$ cat config.mk
export PLATFORM = sky130hd
export DESIGN_NAME = stream_decoder
export DESIGN_NICKNAME = d
export VERILOG_FILES = /design/src/rtl/stream_decoder.sv
export SDC_FILE = /design/constraint.sdc
export NUM_CORES = 1
export LEC_CHECK = 0
export ABC_AREA = 1
export ABC_CLOCK_PERIOD_IN_PS = 2000
export CORE_UTILIZATION = 51
export CTS_CLUSTER_DIAMETER = 150
export DETAILED_ROUTE_END_ITERATION = 8
export PLACE_DENSITY = 0.86
export SLEW_MARGIN = 25
export SYNTH_ARGS = -nofsm -noshare
export SYNTH_HDL_FRONTEND = slang
export SYNTH_SLANG_ARGS = --single-unit
$ cat constraint.sdc
create_clock -name clk -period 2 [get_ports clk]
set_input_delay 0.2 -clock clk [delete_from_list [all_inputs] [get_ports clk]]
set_output_delay 0.2 -clock clk [all_outputs]
set_load 0.01 [all_outputs]
$ cat src/rtl/stream_decoder.sv
// stream_decoder: byte-serial x86-subset instruction decoder.
// Assembles opcode / ModRM / immediate bytes into one micro-op and hands it
// to execute over a valid/ready handshake. Illegal encodings become HLT with
// the illegal flag set; flush drops any partial or held instruction.
module stream_decoder #(
  parameter int DATA_W    = 32,
  parameter int IMM_BYTES = 4
) (
  input  logic              clk,
  input  logic              rst_n,
  input  logic              flush,
  input  logic              in_valid,
  input  logic [7:0]        in_byte,
  output logic              in_ready,
  output logic              out_valid,
  input  logic              out_ready,
  output logic [3:0]        op,
  output logic [DATA_W-1:0] im,
  output logic              use_im,
  output logic [1:0]        br,
  output logic [3:0]        cc,
  output logic [2:0]        ra1,
  output logic [2:0]        ra2,
  output logic [2:0]        len,
  output logic              illegal
);

  // FSM states
  localparam logic [1:0] S_OPC   = 2'd0;
  localparam logic [1:0] S_MODRM = 2'd1;
  localparam logic [1:0] S_IMM   = 2'd2;
  localparam logic [1:0] S_OUT   = 2'd3;

  // Micro-op encodings
  localparam logic [3:0] OP_ADD = 4'd0;
  localparam logic [3:0] OP_SUB = 4'd1;
  localparam logic [3:0] OP_CMP = 4'd2;
  localparam logic [3:0] OP_AND = 4'd3;
  localparam logic [3:0] OP_OR  = 4'd4;
  localparam logic [3:0] OP_XOR = 4'd5;
  localparam logic [3:0] OP_NEG = 4'd6;
  localparam logic [3:0] OP_NOT = 4'd7;
  localparam logic [3:0] OP_SLL = 4'd8;
  localparam logic [3:0] OP_SRL = 4'd9;
  localparam logic [3:0] OP_SRA = 4'd10;
  localparam logic [3:0] OP_MOV = 4'd11;
  localparam logic [3:0] OP_LD  = 4'd12;
  localparam logic [3:0] OP_ST  = 4'd13;
  localparam logic [3:0] OP_LIL = 4'd14;
  localparam logic [3:0] OP_HLT = 4'd15;

  // Branch kinds
  localparam logic [1:0] BR_NONE = 2'b00;
  localparam logic [1:0] BR_B    = 2'b10;
  localparam logic [1:0] BR_BCC  = 2'b01;

  // Immediate assembly: the LIL accumulator is resized to DATA_W at the end
  localparam int ACC_W = 8 * IMM_BYTES;
  localparam int FIT_W = (DATA_W > ACC_W) ? DATA_W : ACC_W;
  localparam logic [2:0] LAST_IMM = 3'(IMM_BYTES - 1);

  // Shift amounts are masked to the datapath width only when it is a power of 2
  localparam bit POW2 = ((DATA_W & (DATA_W - 1)) == 0);
  localparam logic [DATA_W-1:0] SH_MASK = DATA_W'(DATA_W - 1);

  logic [1:0]        state, state_n;
  logic [7:0]        opc, opc_n;
  logic [ACC_W-1:0]  acc, acc_n;
  logic [2:0]        cnt, cnt_n;

  logic [3:0]        op_n;
  logic [DATA_W-1:0] im_n;
  logic              use_im_n;
  logic [1:0]        br_n;
  logic [3:0]        cc_n;
  logic [2:0]        ra1_n, ra2_n;
  logic [2:0]        len_n;
  logic              illegal_n;

  logic              consume;
  logic              bad;
  logic [1:0]        mod_f;
  logic [2:0]        reg_f;
  logic [2:0]        rm_f;
  logic [DATA_W-1:0] sx;
  logic [DATA_W-1:0] zx;
  logic [FIT_W-1:0]  fit;

  // Handshake outputs derive directly from the state register and inputs
  assign in_ready  = rst_n && !flush && (state != S_OUT);
  assign out_valid = (state == S_OUT);
  assign consume   = in_valid && in_ready;

  // Next-state and payload decode for the byte currently being consumed
  always_comb begin
    state_n   = state;
    opc_n     = opc;
    acc_n     = acc;
    cnt_n     = cnt;
    op_n      = op;
    im_n      = im;
    use_im_n  = use_im;
    br_n      = br;
    cc_n      = cc;
    ra1_n     = ra1;
    ra2_n     = ra2;
    len_n     = len;
    illegal_n = illegal;
    bad       = 1'b0;

    mod_f = in_byte[7:6];
    reg_f = in_byte[5:3];
    rm_f  = in_byte[2:0];

    sx      = {DATA_W{in_byte[7]}};
    sx[7:0] = in_byte;
    zx      = '0;
    zx[7:0] = in_byte;
    fit     = '0;

    case (state)
      S_OPC: begin
        if (consume) begin
          opc_n     = in_byte;
          acc_n     = '0;
          cnt_n     = 3'd0;
          op_n      = OP_ADD;
          im_n      = '0;
          use_im_n  = 1'b0;
          br_n      = BR_NONE;
          cc_n      = 4'd0;
          ra1_n     = 3'd0;
          ra2_n     = 3'd0;
          len_n     = 3'd1;
          illegal_n = 1'b0;
          casez (in_byte)
            8'hF4: begin
              op_n    = OP_HLT;
              state_n = S_OUT;
            end
            8'h01, 8'h29, 8'h39, 8'h21, 8'h09, 8'h31,
            8'h89, 8'h8B, 8'hF7, 8'h83, 8'hC1: begin
              state_n = S_MODRM;
            end
            8'b1011_1???: begin
              op_n     = OP_LIL;
              ra2_n    = in_byte[2:0];
              use_im_n = 1'b1;
              state_n  = S_IMM;
            end
            8'hEB: begin
              br_n     = BR_B;
              use_im_n = 1'b1;
              state_n  = S_IMM;
            end
            8'b0111_????: begin
              br_n     = BR_BCC;
              cc_n     = in_byte[3:0];
              use_im_n = 1'b1;
              state_n  = S_IMM;
            end
            default: bad = 1'b1;
          endcase
        end
      end

      S_MODRM: begin
        if (consume) begin
          len_n = 3'd2;
          case (opc)
            8'h01, 8'h29, 8'h39, 8'h21, 8'h09, 8'h31: begin
              if (mod_f == 2'b11) begin
                case (opc)
                  8'h01:   op_n = OP_ADD;
                  8'h29:   op_n = OP_SUB;
                  8'h39:   op_n = OP_CMP;
                  8'h21:   op_n = OP_AND;
                  8'h09:   op_n = OP_OR;
                  default: op_n = OP_XOR;
                endcase
                ra1_n   = reg_f;
                ra2_n   = rm_f;
                state_n = S_OUT;
              end else begin
                bad = 1'b1;
              end
            end
            8'h89: begin
              if (mod_f == 2'b11 || mod_f == 2'b00) begin
                op_n    = (mod_f == 2'b11) ? OP_MOV : OP_ST;
                ra1_n   = reg_f;
                ra2_n   = rm_f;
                state_n = S_OUT;
              end else begin
                bad = 1'b1;
              end
            end
            8'h8B: begin
              if (mod_f == 2'b11 || mod_f == 2'b00) begin
                op_n    = (mod_f == 2'b11) ? OP_MOV : OP_LD;
                ra1_n   = rm_f;
                ra2_n   = reg_f;
                state_n = S_OUT;
              end else begin
                bad = 1'b1;
              end
            end
            8'hF7: begin
              if (mod_f == 2'b11 && (reg_f == 3'b010 || reg_f == 3'b011)) begin
                op_n    = (reg_f == 3'b010) ? OP_NOT : OP_NEG;
                ra1_n   = rm_f;
                ra2_n   = rm_f;
                state_n = S_OUT;
              end else begin
                bad = 1'b1;
              end
            end
            8'h83: begin
              if (mod_f == 2'b11) begin
                case (reg_f)
                  3'b000:  op_n = OP_ADD;
                  3'b001:  op_n = OP_OR;
                  3'b100:  op_n = OP_AND;
                  3'b101:  op_n = OP_SUB;
                  3'b110:  op_n = OP_XOR;
                  3'b111:  op_n = OP_CMP;
                  default: bad  = 1'b1;
                endcase
              end else begin
                bad = 1'b1;
              end
              if (!bad) begin
                ra1_n    = rm_f;
                ra2_n    = rm_f;
                use_im_n = 1'b1;
                state_n  = S_IMM;
              end
            end
            default: begin
              if (mod_f == 2'b11) begin
                case (reg_f)
                  3'b100:  op_n = OP_SLL;
                  3'b101:  op_n = OP_SRL;
                  3'b111:  op_n = OP_SRA;
                  default: bad  = 1'b1;
                endcase
              end else begin
                bad = 1'b1;
              end
              if (!bad) begin
                ra1_n    = rm_f;
                ra2_n    = rm_f;
                use_im_n = 1'b1;
                state_n  = S_IMM;
              end
            end
          endcase
        end
      end

      S_IMM: begin
        if (consume) begin
          len_n = len + 3'd1;
          casez (opc)
            8'h83: begin
              im_n    = sx;
              state_n = S_OUT;
            end
            8'hC1: begin
              im_n    = POW2 ? (zx & SH_MASK) : zx;
              state_n = S_OUT;
            end
            8'hEB, 8'b0111_????: begin
              im_n    = sx + DATA_W'(2);
              state_n = S_OUT;
            end
            default: begin
              for (int i = 0; i < IMM_BYTES; i++) begin
                if (cnt == 3'(i)) acc_n[8*i +: 8] = in_byte;
              end
              if (cnt == LAST_IMM) begin
                fit[ACC_W-1:0] = acc_n;
                im_n           = fit[DATA_W-1:0];
                cnt_n          = 3'd0;
                state_n        = S_OUT;
              end else begin
                cnt_n = cnt + 3'd1;
              end
            end
          endcase
        end
      end

      default: begin
        if (out_ready) state_n = S_OPC;
      end
    endcase

    if (bad) begin
      op_n      = OP_HLT;
      illegal_n = 1'b1;
      im_n      = '0;
      use_im_n  = 1'b0;
      br_n      = BR_NONE;
      cc_n      = 4'd0;
      ra1_n     = 3'd0;
      ra2_n     = 3'd0;
      state_n   = S_OUT;
    end

    if (flush) begin
      state_n = S_OPC;
      cnt_n   = 3'd0;
    end
  end

  // Register the decode state and the held micro-op payload
  always_ff @(posedge clk or negedge rst_n) begin
    if (!rst_n) begin
      state   <= S_OPC;
      opc     <= 8'h00;
      acc     <= '0;
      cnt     <= 3'd0;
      op      <= 4'd0;
      im      <= '0;
      use_im  <= 1'b0;
      br      <= 2'b00;
      cc      <= 4'd0;
      ra1     <= 3'd0;
      ra2     <= 3'd0;
      len     <= 3'd0;
      illegal <= 1'b0;
    end else begin
      state   <= state_n;
      opc     <= opc_n;
      acc     <= acc_n;
      cnt     <= cnt_n;
      op      <= op_n;
      im      <= im_n;
      use_im  <= use_im_n;
      br      <= br_n;
      cc      <= cc_n;
      ra1     <= ra1_n;
      ra2     <= ra2_n;
      len     <= len_n;
      illegal <= illegal_n;
    end
  end

endmodule
### Word level (Yosys, flattened, before mapping)

Cells that the tools add are included.

| operators by class | value |
|---|---|
| $add $sub $neg | 3 |
| multipliers | 0 |
| divide/modulo/power cells | 0 |
| magnitude comparators | 0 |
| eq/ne operators | 76 |
| shifts and indexed selects | 0 |
| multiplexer cells | 111 |
| bitwise gates (word level) | 0 |
| reduce and logical (&&, ||, !) cells | 40 |

Operators with widths:

| operator | number |
|---|---|
| $mux W32 | 6 |
| $pmux W32 S2 | 2 |
| $eq A8 B8 Y1 const B | 13 |
| $pmux W32 S3 | 1 |
| $mux W3 | 23 |
| $eq A8 B6 Y1 const B | 8 |
| $mux W4 | 13 |
| $pmux W3 S5 | 3 |
| $ne A4 B4 Y1 const B | 9 |
| $mux W2 | 16 |
| $mux W8 | 4 |
| $mux W1 | 26 |
| $ne A5 B5 Y1 const B | 5 |
| $pmux W4 S6 | 1 |
| $reduce_and A11 Y1 | 2 |
| $ne A3 B3 Y1 const B | 7 |
| $pmux W4 S5 | 1 |
| $pmux W3 S2 | 3 |
| $eq A8 B1 Y1 const B | 2 |
| $eq A8 B4 Y1 const B | 2 |
| $pmux W4 S2 | 2 |
| $reduce_and A4 Y1 | 4 |
| $reduce_or A15 Y1 | 1 |
| $eq A3 B2 Y1 const B | 4 |
| 41 further kinds | 72 |

| storage, ports and cells | value |
|---|---|
| flip-flop bits (word level) | 98 |
| bits in latches | 0 |
| memory bits (writable) | 0 |
| ROM bits | 0 |
| output and inout bits | 55 |
| logic and storage cells | 243 |
| memories kept | 0 |

### Depth between registers and ports, before layout

| logic depth | value |
|---|---|
| word-level depth | 13 |
| depth in mapped cells | 18 |

### Worst setup path before layout

No wires, ideal clock.

| path | value |
|---|---|
| kind | flip-flop to flip-flop |
| from | reg state[0] |
| to | reg state[1] |
| library setup time | 117 ps |
| arrival | 1951 ps |
| setup slack | -68 ps |
| cell stages (with the launch flop) | 13 |
| path buffers | 1 |
| clock period less this slack | 2068 ps |
| cell sequence | dfrtp_1 > ha_1 > nor2_1 > nand2_1 > a21oi_2 > nand3_2 > buf_6 > nand3_1 > nand2_1 > nor2_1 > nand2_1 > nand2_1 > nand2_1 |

| on the way | value |
|---|---|
| word-level cells in the longest chain between the ends | 7 |
| elaborated cells between the ends (all ways) | 24 |
| classes of those cells | eq/ne (13); mux (6); reduce/logical (5) |

Ends and longest elaborated chain:

| element | line | source |
|---|---|---|
| start: declaration | 66 | `logic [1:0] state, state_n;` |
| start signal: assignment | 334 | `state <= state_n;` |
| $ne A2 B2 Y1 * | 90 | `assign in_ready = rst_n && !flush && (state != S_OUT);` |
| $logic_and A1 B1 Y1 * | 90 |  |
| via in_ready | 14 | `output logic in_ready,` |
| $logic_and A1 B1 Y1 * | 92 | `assign consume = in_valid && in_ready;` |
| $mux W1, on equally long branches | 168, 123 |  |
| $pmux W1 S2 | 121 | `case (state)` |
| $ne A8 B5 Y1 (no line) (tied with other cells) | -- |  |
| $reduce_and A11 Y1 (no line) or $mux W2 (tied branches) | -- |  |

The timed path passes the listed nets; every way through them passes the cells marked *.
A chain may end at the register's enable or synchronous reset.

### Worst setup path after layout

| path | value |
|---|---|
| from | reg opc[5] |
| to | reg im[16] |

| on the way | value |
|---|---|
| word-level cells in the longest chain between the ends | 7 |
| elaborated cells between the ends (all ways) | 28 |
| classes of those cells | eq/ne (16); mux (7); reduce/logical (5) |

Ends and longest elaborated chain:

| element | line | source |
|---|---|---|
| start: declaration | 67 | `logic [7:0] opc, opc_n;` |
| start signal: assignment | 335 | `opc <= opc_n;` |
| $eq A8 B1 Y1 (tied with other cells) | 170 | `case (opc)` |
| $reduce_or A6 Y1 or $reduce_or A2 Y1 (tied branches) | -- |  |
| $pmux W1 S4 | 170 |  |
| $mux W1 | 168 | `if (consume) begin` |
| $pmux W1 S2 | 121 |  |
| $ne A6 B3 Y1 (no line) (tied with other cells) | -- |  |
| $reduce_and A4 Y1 (no line) | -- |  |
| end signal: assignment | 339 | `im <= im_n;` |
| end: declaration | 18 | `output logic [DATA_W-1:0] im,` |

Parallel ways exist; a longest one is shown, timed or not. The select of a mux whose other input is x is not followed.

==> impl_results.md <==
- Pwr Density: 1020 nW/µm²
- Aggregate routed wire length: 20.0 mm
- Routed WL per cell: 18.2 µm
- DIE HEIGHT: 107 µm
- Register area: 2460 µm²
- Hold Crit Class: input port to flip-flop
- Failing checks: setup timing
- RSZ-0062 raised after global routing: true
- Tot GR Track Use: 30.3%
- Total area of multi-input combinational cells: 3260 µm²
- Post-Place Setup Slack: -0.676 ns
- Mapped Nets: 795
- Clk Latency, worst-skew pair: 0.38 ns
- Iter 0 DRT Violations: 815
- Via/cell ratio: 6.03
- Worst hold slack: 0.368 ns
- DP Area: 7240 µm²
- I/O Buffers: 67
- Syn Std Cell Area: 5670 µm²
- Slew Limit Fails: 0
- Worst Setup Path Type: flip-flop to flip-flop
- Clock Skew: 0.00869 ns
- Core Area: 10,800 µm²
- Min Tclk post-route: 2.43 ns
- Antenna-violating nets left: 0
- Total gr overflow: 0
- Async SR Flop Fraction: 100%
- Syn avg cell area: 7.39 µm²
- CP delay by family, top: simple AND/OR/NAND/NOR gates
- Final instance area: 8280 µm²
- Most frequent cells in the layout: 218 x nand2_1, 119 x buf_4, 95 x dfrtp_1, 59 x clkdlybuf4s50_1, 48 x o21ai_1
- Clk sink count: 98
- Die area: 11,500 µm²
- Cell mode on critical path: nand2_2
- Via count: 6,616
- Critical Path Sink Type: flip-flop
- H-tree depth: 3
- Drt drc: 0
- Initial Util: 52.3%
- CP Launch Type: flip-flop
- First-pass GRT wire length: 27.1 mm
- Root Buffer Master: clkbuf_8
- Area delta synth->final: 46.1%
- Setup violations, final: 66
- CTS tree: built
- Crit path cell chain: nand2_4, inv_4, nand2_2, nand2_1, nand2_2, nand4_1, a21oi_2, nand3_2, nand3_4, buf_4, nand2_2, clkinv_4, clkbuf_16, nand2_1, o21ai_1
- Final GP Congestion: 0.994
- Hold Fails Final Rpt: 0
- Drt pass-1 iters: 8
- Top FF cell, synth: dfrtp_1
- Die W: 107 µm
- Max_cap viols: 0
- Slowest cell on crit path: dfrtp_2
- WP data required: 2.31 ns
- LEAKAGE: 3.90 nW
- Bufs and invs on worst path: 4
- Vias in the first global route: 5,627
- Layout Utilization: 76.4%
- Fin nets: 981
- Achievable Freq: 411 MHz
- I/O Pins: 68
- CTS max path bufs: 2
- Worst-path fanout max: 6
- Final worst slack: -0.432 ns
- Max_slew headroom: 51.8%
- Final Cycle Share: 122%
- Crit path DAT: 2.74 ns
- Num rows: 38
- Setup TNS: -13.85 ns
- Status: finished with violations
- Slew @ Worst Pin: 0.723 ns
- Yosys warning count: 0
- Synth Instances: 767
- CTS Buf Count: 9
- Largest net degree at the start of global routing: 57
- Post-synth cell types: 39
- Layout cell share with drive strength beyond 1: 30.2%
- Fillers: 689
- Detailed placement HPWL: 11.7 mm
- Register bit total from synthesis: 98
- Peak VDD IR: 0.617 mV
- Number of synthesized flops with an enable pin: 0
- Initial antenna violation count: 0
- Max incr delay on CP: 0.46 ns
- Clock transition at path regs: 0.10 ns
- Sequential area share after synthesis: 43.3%
- Antenna diodes: 0
- Most common cell after layout, fill and taps aside: nand2_1
==> layout make-up <==
class / instances / area share [%]
timing repair buffer: 211 / 23.9
multi-input combinational: 573 / 39.3
inverter: 60 / 2.87
clock buffer: 11 / 1.71
tap: 140 / 2.12
sequential: 98 / 29.7
clock inverter: 5 / 0.453
==> path summary, 6_finish.rpt <==
kind / startpoint / end / slack [ns] / cells past startpoint
worst max-delay path: opc[5] / im[16] / -0.43 / 15
worst max register to register: opc[5] / im[16] / -0.43 / 15
min in group asynchronous: rst_n / len[0] / 0.47 / 3
max in group asynchronous: rst_n / opc[4] / 0.37 / 4
worst min-delay path: in_byte[5] / opc[5] / 0.37 / 3
worst min register to register: illegal / illegal / 0.49 / 2
==> synth_stat cells (2+ instances only) <==
cell,number,area share [%]
buf_2,7,0.62
clkbuf_1,19,1.3
buf_4,6,0.79
xor2_1,2,0.31
a32oi_1,2,0.31
clkinv_1,4,0.26
o31ai_1,3,0.40
o211ai_1,38,5.0
a31oi_1,5,0.55
nand4_1,5,0.55
nor2_1,53,3.5
ha_1,15,3.3
dfrtp_1,98,43
nand2_1,261,17
a21oi_1,17,1.5
inv_1,50,3.3
nand3_1,43,3.8
o21ai_0,68,6.0
o2111ai_1,4,0.62
o21ai_1,32,2.8
nand3_2,2,0.35
nor2_2,4,0.44
inv_2,6,0.40
buf_6,4,0.79
nor3_1,5,0.44
==> stage by stage <==
step	power, mW	cells
6_report	8.44	1098
3_5_place_dp	6.17	1054
2_1_floorplan	4.53	767
5_1_grt	8.91	1098
4_1_cts	7.64	1079
3_3_place_gp	6.08	1054
==> routing by layer <==
layer,share of wire [%],GRT usage [%],up-vias
met5,0,0,-
met4,5.9,15.1,0
met3,11,4.48,141
met2,45,47.5,515
met1,38,40.9,3022
li1,-,-,2938
==> tightest hold or removal path: cells and delay by family <==
kind | cells | cell delay, ns
AOI/OAI and AO/OA | 1 | 0.06
buffers and inverters | 1 | 0.34
and+or+nand+nor | 1 | 0.10
==> where the power goes <==
group	internal, mW	switching, mW
Combinational	2.02	2.38
Clock	0.494	0.734
Sequential	2.47	0.342
==> what timing repair did <==
action | in CTS | in global routing
cloned | 1 | 10
endpoints found under the setup margin | 79 | 88
hold endpoints to repair | 42 | 0
pin swaps | 10 | 28
setup buffers | 7 | 10
hold buffers | 1 | 0
gates resized for setup | 66 | 125
==> logic make-up after synthesis <==
logic type / count (synthesis) / share of synthesized area [%]
DFF: 98 / 43.3
AOI/OAI and AO/OA: 178 / 18.7
and+or+nand+nor: 377 / 26.9
xor gates and xnor gates: 2 / 0.309
buffers and inverters: 97 / 7.51
adders and majority gates: 15 / 3.31
==> flip-flops by register name, indices dropped and copies added, names as in the netlist <==
name,count
opc,8
use_im,1
ra2,3
op,4
state,2
illegal,1
br,2
len,3
cnt,3
im,32
cc,4
ra1,3
acc,32
(Power assumes the default switching activity.)
